`config.mk`:
```
export PLATFORM = sky130hd
export DESIGN_NAME = bk_pipe_adder
export DESIGN_NICKNAME = d
export VERILOG_FILES = /design/src/rtl/bk_pipe_adder.sv
export SDC_FILE = /design/constraint.sdc
export NUM_CORES = 1
export LEC_CHECK = 0
export CORE_UTILIZATION = 40
export CTS_CLUSTER_DIAMETER = 40
export CTS_CLUSTER_SIZE = 24
export DETAILED_ROUTE_END_ITERATION = 16
export PLACE_DENSITY = 0.65
export SLEW_MARGIN = 20
export SYNTH_ARGS = -nofsm -noshare
export SYNTH_HDL_FRONTEND = slang
export SYNTH_SLANG_ARGS = --single-unit
```
`constraint.sdc`:
```
create_clock -name clk -period 5.95 [get_ports clk]
set_input_delay 0.8925 -clock clk [delete_from_list [all_inputs] [get_ports clk]]
set_output_delay 0.8925 -clock clk [all_outputs]
set_load 0.01 [all_outputs]
```
`src/rtl/bk_pipe_adder.sv`:
```
// bk_pipe_adder: three-stage pipelined Brent-Kung adder/subtractor, 3-cycle latency, full-rate valid/ready with
// stall-in-place backpressure; zero/neg flags exist only when BK_FLAGS_EN is defined.
module bk_pipe_adder #(
  parameter int WIDTH = 32
) (
  input  logic             clk,
  input  logic             reset,
  input  logic             in_valid,
  output logic             in_ready,
  input  logic [WIDTH-1:0] a,
  input  logic [WIDTH-1:0] b,
  input  logic             cin,
  input  logic             sub,
  output logic             out_valid,
  input  logic             out_ready,
  output logic [WIDTH-1:0] sum,
  output logic             cout,
  output logic             ovf
`ifdef BK_FLAGS_EN
  ,
  output logic             zero,
  output logic             neg
`endif
);
  localparam int LEVELS = $clog2(WIDTH);

  logic v1, v2, v3;
  logic en1, en2, en3;
  logic accept;

  // A stage may load when it is empty or its content moves on this edge.
  assign en3       = !v3 || out_ready;
  assign en2       = !v2 || en3;
  assign en1       = !v1 || en2;
  assign in_ready  = en1 && !reset;
  assign accept    = in_valid && in_ready;
  assign out_valid = v3;

  // ---------------- S1: operand conditioning, bitwise generate/propagate
  logic [WIDTH-1:0] bb, g_c, p_c;
  logic             c0_c;

  always_comb begin
    bb     = sub ? ~b : b;
    c0_c   = sub ? 1'b1 : cin;
    g_c    = a & bb;
    p_c    = a ^ bb;
    g_c[0] = g_c[0] | (p_c[0] & c0_c);
  end

  logic [WIDTH-1:0] s1_g, s1_p;
  logic             s1_c0;

  always_ff @(posedge clk or posedge reset) begin
    if (reset) begin
      v1    <= 1'b0;
      s1_g  <= '0;
      s1_p  <= '0;
      s1_c0 <= 1'b0;
    end else begin
      if (en1) v1 <= accept;
      if (accept) begin
        s1_g  <= g_c;
        s1_p  <= p_c;
        s1_c0 <= c0_c;
      end
    end
  end

  // ---------------- S2: up-sweep of black cells on spans 2, 4, ..., WIDTH
  logic [WIDTH-1:0] up_g, up_p;

  always_comb begin : up_sweep
    logic [WIDTH-1:0] gg, pp;
    gg = s1_g;
    pp = s1_p;
    for (int l = 0; l < LEVELS; l++) begin
      for (int i = 0; i < WIDTH; i++) begin
        if ((i + 1) % (2 << l) == 0) begin
          gg[i] = gg[i] | (pp[i] & gg[i - (1 << l)]);
          pp[i] = pp[i] & pp[i - (1 << l)];
        end
      end
    end
    up_g = gg;
    up_p = pp;
  end

  logic [WIDTH-1:0] s2_g, s2_pg, s2_p;
  logic             s2_c0;

  always_ff @(posedge clk or posedge reset) begin
    if (reset) begin
      v2    <= 1'b0;
      s2_g  <= '0;
      s2_pg <= '0;
      s2_p  <= '0;
      s2_c0 <= 1'b0;
    end else begin
      if (en2) v2 <= v1;
      if (en2 && v1) begin
        s2_g  <= up_g;
        s2_pg <= up_p;
        s2_p  <= s1_p;
        s2_c0 <= s1_c0;
      end
    end
  end

  // ---------------- S3: grey-cell down-sweep, then sum and status
  // Node i takes its span-d group (held in s2_pg) and the full prefix just below it.
  logic [WIDTH-1:0] carry, sum_c;
  logic             cout_c, ovf_c;

  always_comb begin : down_sweep
    logic [WIDTH-1:0] cc;
    cc = s2_g;
    for (int l = LEVELS - 2; l >= 0; l--) begin
      for (int i = 0; i < WIDTH; i++) begin
        if (((i + 1) % (2 << l) == (1 << l)) && (i + 1 >= 3 * (1 << l))) begin
          cc[i] = cc[i] | (s2_pg[i] & cc[i - (1 << l)]);
        end
      end
    end
    carry  = cc;
    sum_c  = s2_p ^ {carry[WIDTH-2:0], s2_c0};
    cout_c = carry[WIDTH-1];
    ovf_c  = carry[WIDTH-1] ^ carry[WIDTH-2];
  end

  always_ff @(posedge clk or posedge reset) begin
    if (reset) begin
      v3   <= 1'b0;
      sum  <= '0;
      cout <= 1'b0;
      ovf  <= 1'b0;
`ifdef BK_FLAGS_EN
      zero <= 1'b0;
      neg  <= 1'b0;
`endif
    end else begin
      if (en3) v3 <= v2;
      if (en3 && v2) begin
        sum  <= sum_c;
        cout <= cout_c;
        ovf  <= ovf_c;
`ifdef BK_FLAGS_EN
        zero <= (sum_c == '0);
        neg  <= sum_c[WIDTH-1];
`endif
      end
    end
  end

endmodule
```
==> flow_summary.toml, run 1 <==
[route]
drc = 0
detail-route-antenna-nets = 0
wire_per_inst_um = 15.3
vias = 4786
vias_per_cell = 4.81
drtIter0Drc = 211
drt-pass1-iter-count = 5
totalWireLength_mm = 15.2

[cts]
htreeDepth = 4
clock_latency_ns = 0.43
cts_setup_buffers = 0
root_buffer = "clkbuf_16"
ctsLongestPathBuffers = 2
cts_hold_buf = 0
cts_tree = "done"
cts.clk_slew.worst_paths_ns = 0.06
ctsResizeCount = 0
numCtsBuffers = 17
cts.sinks = 178

[global_route]
grt_usage_pct = 16.3
grt_pass1_vias = 5053
antenna_found_initial = 0
grt_pass1_wl_mm = 25.5
globalRouteOverflowTotal = 0
grt_start_max_net_pins = 103

[setup_path]
crit_path_start_kind = "input pin"
endpoint_kind = "output pin"
path_class = "input pin to output pin"
cp_data_required_time_ns = 5.06
cp.arrival_ns = 2.42
cp_max_fo = 33

[placed_design]
portBuffers = 105
dp_hpwl_mm = 10.4
numPlacedInstances = 964
dpl-instance-area_sq_um = 9290
gp_congestion = 0.737
post-place-ws_ns = 2.60

[logic_synthesis]
ys_seq_elements = 178
yosysWarnings = 0
yosysSeqAreaShare_pct = 55.6
synth_enable_flop_cells = 0
yosysUniqueCellTypes = 31
syn_avg_cell_area_sq_um = 13.0
synth_fp_nets = 734
synth-main-ff-cell = "dfrtp_1"
async_reset_ff_share_pct = 100
synth_cells = 617
syn_area_sq_um = 8010

[sta]
fin_crit_ns = 3.31
tightest_slew_ns = 1.05
fmax_mhz = 302
fin_crit_sh_pct = 55.7
fin_skew_ns = 0.00730
setup_slack_ns = 2.64
finalSetupViolCount = 0
relSlewSlack_pct = 29.7
rsz0062_at_grt = "false"
finalHoldViolations = 0
fin_tns_setup_ns = 0
timing.hold.ws_ns = 0.475
slew_violations = 0

[cells_and_area]
area_growth_pct = 23.0
multi_input_area_sq_um = 3410
seq_area_sq_um = 4450
nets = 835
fillers = 1756
layout-drive-gt1-share_pct = 23.2
finish.utilization_pct = 50.5
stdcell_area_sq_um = 9860
stdcell_count = 995
diodes = 0

[power_and_ir_drop]
finalPower_mw = 3.98
p_leak_nw = 4.50
p_switching_mw = 1.14
p_int_mw = 2.84
peakVddDrop_mv = 0.166
power_density_nw_per_um2 = 404
comb_power_share_pct = 27.2
power_frac_clock_pct = 26.6
p_seq_share_pct = 46.2
switching_share_pct = 28.6

[floorplan]
die_x_um = 144
start_util_pct = 41.0
core_sq_um = 19500
io-pin-count = 106
dieArea_sq_um = 20600
num_rows = 51
die_h_um = 144

[job]
max_cap_viol_count = 0

[outcome]
outcome = "completed"

[worst_hold_path]
hp-class = "register to register"
-- cell usage in the layout (no fill, tap or decap), types with 12 or more instances in the layout --
master / instances
o21ai_0: 46
nor2_1: 17
dfrtp_1: 178
ha_1: 47
a21oi_1: 15
nand2_1: 58
clkdlybuf4s50_1: 104
xor2_1: 48
a21o_1: 12
clkbuf_16: 17
mux2_2: 129
-- worst max-delay path: stages --
cell	delay, ns
clkdlybuf4s50_1	0.47
inv_6	0.27
o21a_1	0.22
clkdlybuf4s50_1	0.54
-- worst paths after layout --
kind	depth (start not counted)	slack (ns)	from	end
setup reg to reg	5	3.86	v2	s1_p[22]
max in group asynchronous	3	3.84	reset	s2_g[29]
min in group asynchronous	2	0.82	reset	s2_pg[25]
hold / removal	2	0.48	sum[29]	sum[29]
hold reg to reg	2	0.48	sum[29]	sum[29]
setup / recovery	4	2.64	reset	in_ready
-- final cells by class --
type / count / share of cell area, %
Clock buffer: 26 / 5.16
Timing Repair Buffer: 109 / 10.9
Clock inverter: 5 / 0.508
Sequential cell: 178 / 45.2
Multi-Input combinational cell: 406 / 34.6
Tap cell: 265 / 3.36
Inverter: 6 / 0.279
-- layer usage --
| metal | part of all wire (%) | wire length, um | track usage, % | vias to the layer above |
|---|---|---|---|---|
| li1 | - | - | - | 2346 |
| met4 | 1.9 | 282 | 6.83 | 0 |
| met1 | 46 | 6930 | 20.6 | 2337 |
| met2 | 49 | 7460 | 26.8 | 82 |
| met3 | 3.5 | 538 | 3.60 | 21 |
| met5 | 0 | 0 | 0 | - |
-- kinds of logic after synthesis --
logic type,after synthesis,synth area share [%]
DFF,178,55.6
muxes,129,18.1
and+or+nand+nor,92,4.89
AOI/OAI and AO/OA,88,6.48
xor gates and xnor gates,50,5.46
adders and majority gates,47,7.34
buffers and inverters,33,2.12
-- state kept, by name, summed over array words and instances, names as in the netlist --
signal     flops
out_valid      1
v2             1
cout           1
s1_p          32
s1_c0          1
ovf            1
s2_p          17
s2_c0          1
v1             1
s2_g          32
s1_g          32
s2_pg         26
sum           32
-- Yosys cell counts, types with 2 or more instances --
cell / count / share of area (%)
ha_1: 47 / 7.3
nor2_1: 17 / 0.80
o21bai_1: 3 / 0.28
nand2_1: 61 / 2.9
nand2b_1: 4 / 0.31
o21ai_0: 46 / 2.9
a21o_1: 12 / 1.1
inv_1: 6 / 0.28
dfrtp_1: 178 / 56
xnor2_1: 2 / 0.22
xor2_1: 48 / 5.2
buf_6: 4 / 0.56
o21a_1: 5 / 0.47
mux2_2: 129 / 18
clkbuf_1: 9 / 0.42
a21oi_1: 15 / 0.94
o31a_1: 2 / 0.22
buf_2: 13 / 0.81
nand4_1: 4 / 0.31
-- power by group through the flow --
stage	combinational [mW]	sequential [mW]	clock [mW]
finish	1.08	1.84	1.06
global route	1.21	1.89	1.14
CTS	1.11	1.84	1.08
detailed placement	1.10	1.86	0
global placement	1.07	1.84	0
floorplan	0.607	1.84	0
Note: power is estimated with default switching activity, not from simulation.
==> inputs of run 2 (changes only) <==
--- a/config.mk
+++ b/config.mk
@@ -9,7 +9,7 @@
 export CTS_CLUSTER_DIAMETER = 40
 export CTS_CLUSTER_SIZE = 24
 export DETAILED_ROUTE_END_ITERATION = 16
-export PLACE_DENSITY = 0.65
+export PLACE_DENSITY = 0.63
 export SLEW_MARGIN = 20
 export SYNTH_ARGS = -nofsm -noshare
 export SYNTH_HDL_FRONTEND = slang
==> constraint.sdc (replaced) <==
create_clock -name clk -period 3.1 [get_ports clk]
set_input_delay 0.465 -clock clk [delete_from_list [all_inputs] [get_ports clk]]
set_output_delay 0.465 -clock clk [all_outputs]
set_load 0.01 [all_outputs]
==> run 2 against run 1 <==
  * Sequential cell count stayed put
  * Worst hold slack about the same
  * Clock skew is 0.00077 ns higher
  * Non-clock buffer count is 5 higher
  * Via count increased by 2.2%
  * Sequential share of layout area fell by 0.78 points
  * Routed wire length increased by 3.8%
  * Cell count rose by 0.50%
  * Core utilization increased by 0.89 points
  * Clock-buffer cell count fell by 4
  * Total power increased by 100%
  * Largest cell class unchanged
==> flow_summary.toml, run 2 (synthesis results as in run 1) <==
[sta]
slew_violations = 0
fmax_mhz = 428
fin_skew_ns = 0.00807
fin_crit_sh_pct = 75.4
relSlewSlack_pct = 53.1
fin_tns_setup_ns = 0
finalHoldViolations = 0
rsz0062_at_grt = "false"
tightest_slew_ns = 0.704
fin_crit_ns = 2.34
finalSetupViolCount = 0
setup_slack_ns = 0.762

[setup_path]
cp_data_required_time_ns = 2.63
crit_path_start_kind = "input pin"
reg2reg_depth = 7
cp_max_fo = 5
path_class = "input pin to output pin"
cp.arrival_ns = 1.87
endpoint_kind = "output pin"

[route]
totalWireLength_mm = 15.8
drt-pass1-iter-count = 4
drc = 0
drtIter0Drc = 240
detail-route-antenna-nets = 0
wire_per_inst_um = 15.8
vias_per_cell = 4.89
vias = 4891

[global_route]
grt_usage_pct = 16.6
grt_pass1_wl_mm = 26.1
antenna_found_initial = 0
grt_start_max_net_pins = 68
grt_pass1_vias = 5130
globalRouteOverflowTotal = 0

[cells_and_area]
layout-drive-gt1-share_pct = 23.8
fillers = 1704
final_common_cell = "dfrtp_1"
final_cell_mix = "dfrtp_1, mux2_2, clkdlybuf4s50_1"
area_growth_pct = 25.2
nets = 840
diodes = 0

[cts]
clock_latency_ns = 0.42
cts.clk_slew.worst_paths_ns = 0.06
htreeDepth = 4
root_buffer = "clkbuf_16"
cts_setup_buffers = 0
ctsLongestPathBuffers = 2
cts_tree = "done"
ctsResizeCount = 0
numCtsBuffers = 17
cts_hold_buf = 0
cts.sinks = 178

[power_and_ir_drop]
peakVddDrop_mv = 0.375
p_switching_mw = 2.21
comb_power_share_pct = 26.1
p_leak_nw = 4.58
switching_share_pct = 27.9
p_seq_share_pct = 44.6
p_int_mw = 5.73
power_frac_clock_pct = 29.4
power_density_nw_per_um2 = 792

[outcome]
outcome = "completed"

[placed_design]
post-place-ws_ns = 0.746
dp_hpwl_mm = 11.1
portBuffers = 105
gp_congestion = 0.769

[floorplan]
num_rows = 51
start_util_pct = 41.0
core_sq_um = 19500
die_x_um = 144
dieArea_sq_um = 20600
die_h_um = 144
io-pin-count = 106

[job]
max_cap_viol_count = 0

[worst_hold_path]
hp-class = "register to register"
min_delay_path_depth = 2
run 2: through the flow:
step	power, mW	instances	hold WS, ns	instance area (sq um)	util [%]
after floorplan	4.70	617	0.450	8030	-
after global placement	5.59	969	0.463	9390	48.1
after detailed placement	5.70	969	0.473	9390	48.1
after CTS	8.06	1000	0.487	10000	51.4
after global routing	8.44	1000	0.498	10000	51.4
final	7.95	1000	0.475	10000	51.4
run 2: power by group through the flow:
stage               Sequential (mW)  Clock, mW  Combinational, mW
finish                         3.54       2.33               2.07
CTS                            3.55       2.38               2.13
global route                   3.64       2.49               2.31
global placement               3.53          0               2.06
detailed placement             3.59          0               2.11
floorplan                      3.53          0               1.17
run 2: final cells by class:
cell class                      instances  area [sq um]  share of cell area, %
Inverter                                6          26.3                  0.262
Clock inverter                          9           179                   1.78
Tap cell                              265           332                   3.30
Sequential cell                       178          4450                   44.4
Timing Repair Buffer                  114          1160                   11.6
Multi-Input combinational cell        406          3410                   34.0
Clock buffer                           22           464                   4.63
run 2: worst paths after layout:
kind	start	end	slack, ns
setup / recovery	out_ready	in_ready	0.76
hold / removal	sum[27]	sum[27]	0.48
setup reg to reg	s2_g[15]	sum[31]	1.26
hold reg to reg	sum[27]	sum[27]	0.48
max in group asynchronous	reset	s2_pg[20]	1.42
min in group asynchronous	reset	s1_g[2]	0.60
run 2: worst max-delay path: stages:
cell and delay, ns:
clkdlybuf4s50_1 0.48, nand3b_4 0.17, o21a_1 0.18, clkdlybuf4s50_1 0.57
run 2: layer usage:
layer,wire (um),track usage [%],up-vias
met5,0,0,-
li1,-,-,2351
met4,271,6.61,0
met3,506,3.17,19
met2,7960,28.2,77
met1,7060,20.9,2444
==> inputs of run 3 (changes only) <==
==> constraint.sdc (replaced) <==
create_clock -name clk -period 2.5 [get_ports clk]
set_input_delay 0.375 -clock clk [delete_from_list [all_inputs] [get_ports clk]]
set_output_delay 0.375 -clock clk [all_outputs]
set_load 0.01 [all_outputs]
==> run 3 against run 2 <==
  * Global-route usage is 0.36 points lower
  * Critical endpoint unchanged
  * Largest power group unchanged
  * Total power is 20% higher
  * Critical path type unchanged
  * Cell count is 0.30% higher
==> flow_summary.toml, run 3 (synthesis results as in run 1) <==
[outcome]
outcome = "completed"

[power_and_ir_drop]
power_density_nw_per_um2 = 952
power_frac_clock_pct = 27.0
p_leak_nw = 4.58
p_seq_share_pct = 45.7
p_int_mw = 6.76
p_switching_mw = 2.78
switching_share_pct = 29.2
peakVddDrop_mv = 0.467
comb_power_share_pct = 27.3

[placed_design]
portBuffers = 105
dpl-instance-area_sq_um = 9460
dp_hpwl_mm = 10.9
numPlacedInstances = 971
gp_congestion = 0.759

[cts]
ctsLongestPathBuffers = 2
cts_setup_buffers = 0
root_buffer = "clkbuf_16"
cts_hold_buf = 0
cts.clk_slew.worst_paths_ns = 0.06
cts_tree = "done"
clock_latency_ns = 0.43
htreeDepth = 4
cts.sinks = 178
numCtsBuffers = 17
ctsResizeCount = 0

[global_route]
globalRouteOverflowTotal = 0
grt_start_max_net_pins = 179
grt_usage_pct = 16.3
antenna_found_initial = 0
grt_pass1_vias = 5123
grt_pass1_wl_mm = 25.7

[cells_and_area]
diodes = 0
stdcell_count = 1003
final_common_cell = "dfrtp_1"
area_growth_pct = 25.2
stdcell_area_sq_um = 10000
layout-drive-gt1-share_pct = 24.4
final_cell_mix = "dfrtp_1, mux2_2, clkdlybuf4s50_1"
fillers = 1726
nets = 842

[floorplan]
die_h_um = 144
io-pin-count = 106
num_rows = 51
start_util_pct = 41.0
die_x_um = 144
core_sq_um = 19500
dieArea_sq_um = 20600

[route]
vias = 4900
drt-met1-wl_mm = 7.12
vias_per_cell = 4.89
wire_per_inst_um = 15.4
totalWireLength_mm = 15.5
drtIter0Drc = 239
wl_met3_um = 457
met2_length_mm = 7.62
detail-route-antenna-nets = 0
drc = 0
top_layer_used = "met4"
drt-pass1-iter-count = 4

[setup_path]
path_class = "input pin to output pin"
cp_common_cell = "clkdlybuf4s50_1"
rr_startpoint = "s2_g[15]"
critical-path-top-delay-family = "buffers and inverters"
cp.arrival_ns = 1.86
reg2reg_depth = 7
crit_path_start_kind = "input pin"
crit_chain = "clkdlybuf4s50_1 -> nand3b_4 -> o21a_1 -> clkdlybuf4s50_1"
endpoint_kind = "output pin"
crit_buf_inv = 2
cp_max_fo = 5
cp-startpoint = "out_ready"
slowest_stage = "clkdlybuf4s50_1"
crit_path_max_incr_delay_ns = 0.57
cp_data_required_time_ns = 2.12
cp.depth = 4

[sta]
slew_violations = 0
fin_tns_setup_ns = 0
relSlewSlack_pct = 32.2
fmax_mhz = 447
fin_skew_ns = 0.0110
finalSetupViolCount = 0
finalHoldViolations = 0
fin_crit_ns = 2.24
rsz0062_at_grt = "false"
fin_crit_sh_pct = 89.5
timing.hold.ws_ns = 0.478
tightest_slew_ns = 1.02

[job]
max_cap_viol_count = 0

[worst_hold_path]
hp-class = "register to register"
min_from = "sum[27]"
min_delay_path_depth = 2
-- run 3: cell count changes in the layout (fill, tap and decap cells not counted), sizes merged --
cell / previous run / this run
buf: 10 / 12
clkbuf: 22 / 21
clkinvlp: 3 / 4
bufinv: 5 / 1
clkinv: 2 / 7
-- run 3: area by class of cell --
| cell class | count | area (sq um) | share of cell area (%) |
|---|---|---|---|
| Sequential cell | 178 | 4450 | 44.4 |
| Multi-Input combinational cell | 406 | 3410 | 34.0 |
| Timing Repair Buffer | 116 | 1230 | 12.2 |
| Clock buffer | 21 | 470 | 4.69 |
| Tap cell | 265 | 332 | 3.31 |
| Clock inverter | 11 | 106 | 1.06 |
| Inverter | 6 | 26.3 | 0.262 |
-- run 3: stage by stage --
stage / util, % / total power, mW / setup slack, ns
finish: 51.4 / 9.55 / 0.264
CTS: 51.4 / 9.68 / 0.244
global route: 51.4 / 10.1 / 0.231
global placement: 48.4 / 6.96 / 0.266
floorplan: - / 5.82 / -1.72
detailed placement: 48.4 / 7.07 / 0.246
-- run 3: worst reg2reg max path, delay by kind of cell (launching register included) --
kind                       cells  cell delay, ns
DFF                            1            0.45
adders and majority gates      1            0.18
and+or+nand+nor                1            0.17
xor gates and xnor gates       1            0.16
AOI/OAI and AO/OA              4            0.74
-- run 3: worst paths after layout --
| check | endpoint | slack (ns) |
|---|---|---|
| worst max-delay path | in_ready | 0.26 |
| worst min-delay path | sum[27] | 0.48 |
| worst max register to register | ovf | 0.69 |
| worst min register to register | sum[27] | 0.48 |
| max in group asynchronous | sum[20] | 1.08 |
| min in group asynchronous | sum[26] | 0.59 |
-- run 3: per-layer routing --
metal	up-vias	global-route usage (%)
met5	-	0
met4	0	6.33
met3	18	3.03
met2	76	26.9
met1	2450	21.2
li1	2356	-
-- run 3: power by group through the flow --
stage | clock network, mW | registers [mW] | logic [mW]
CTS | 2.63 | 4.38 | 2.67
finish | 2.58 | 4.36 | 2.61
floorplan | 0 | 4.37 | 1.45
detailed placement | 0 | 4.42 | 2.65
global route | 2.74 | 4.48 | 2.92
global placement | 0 | 4.38 | 2.58
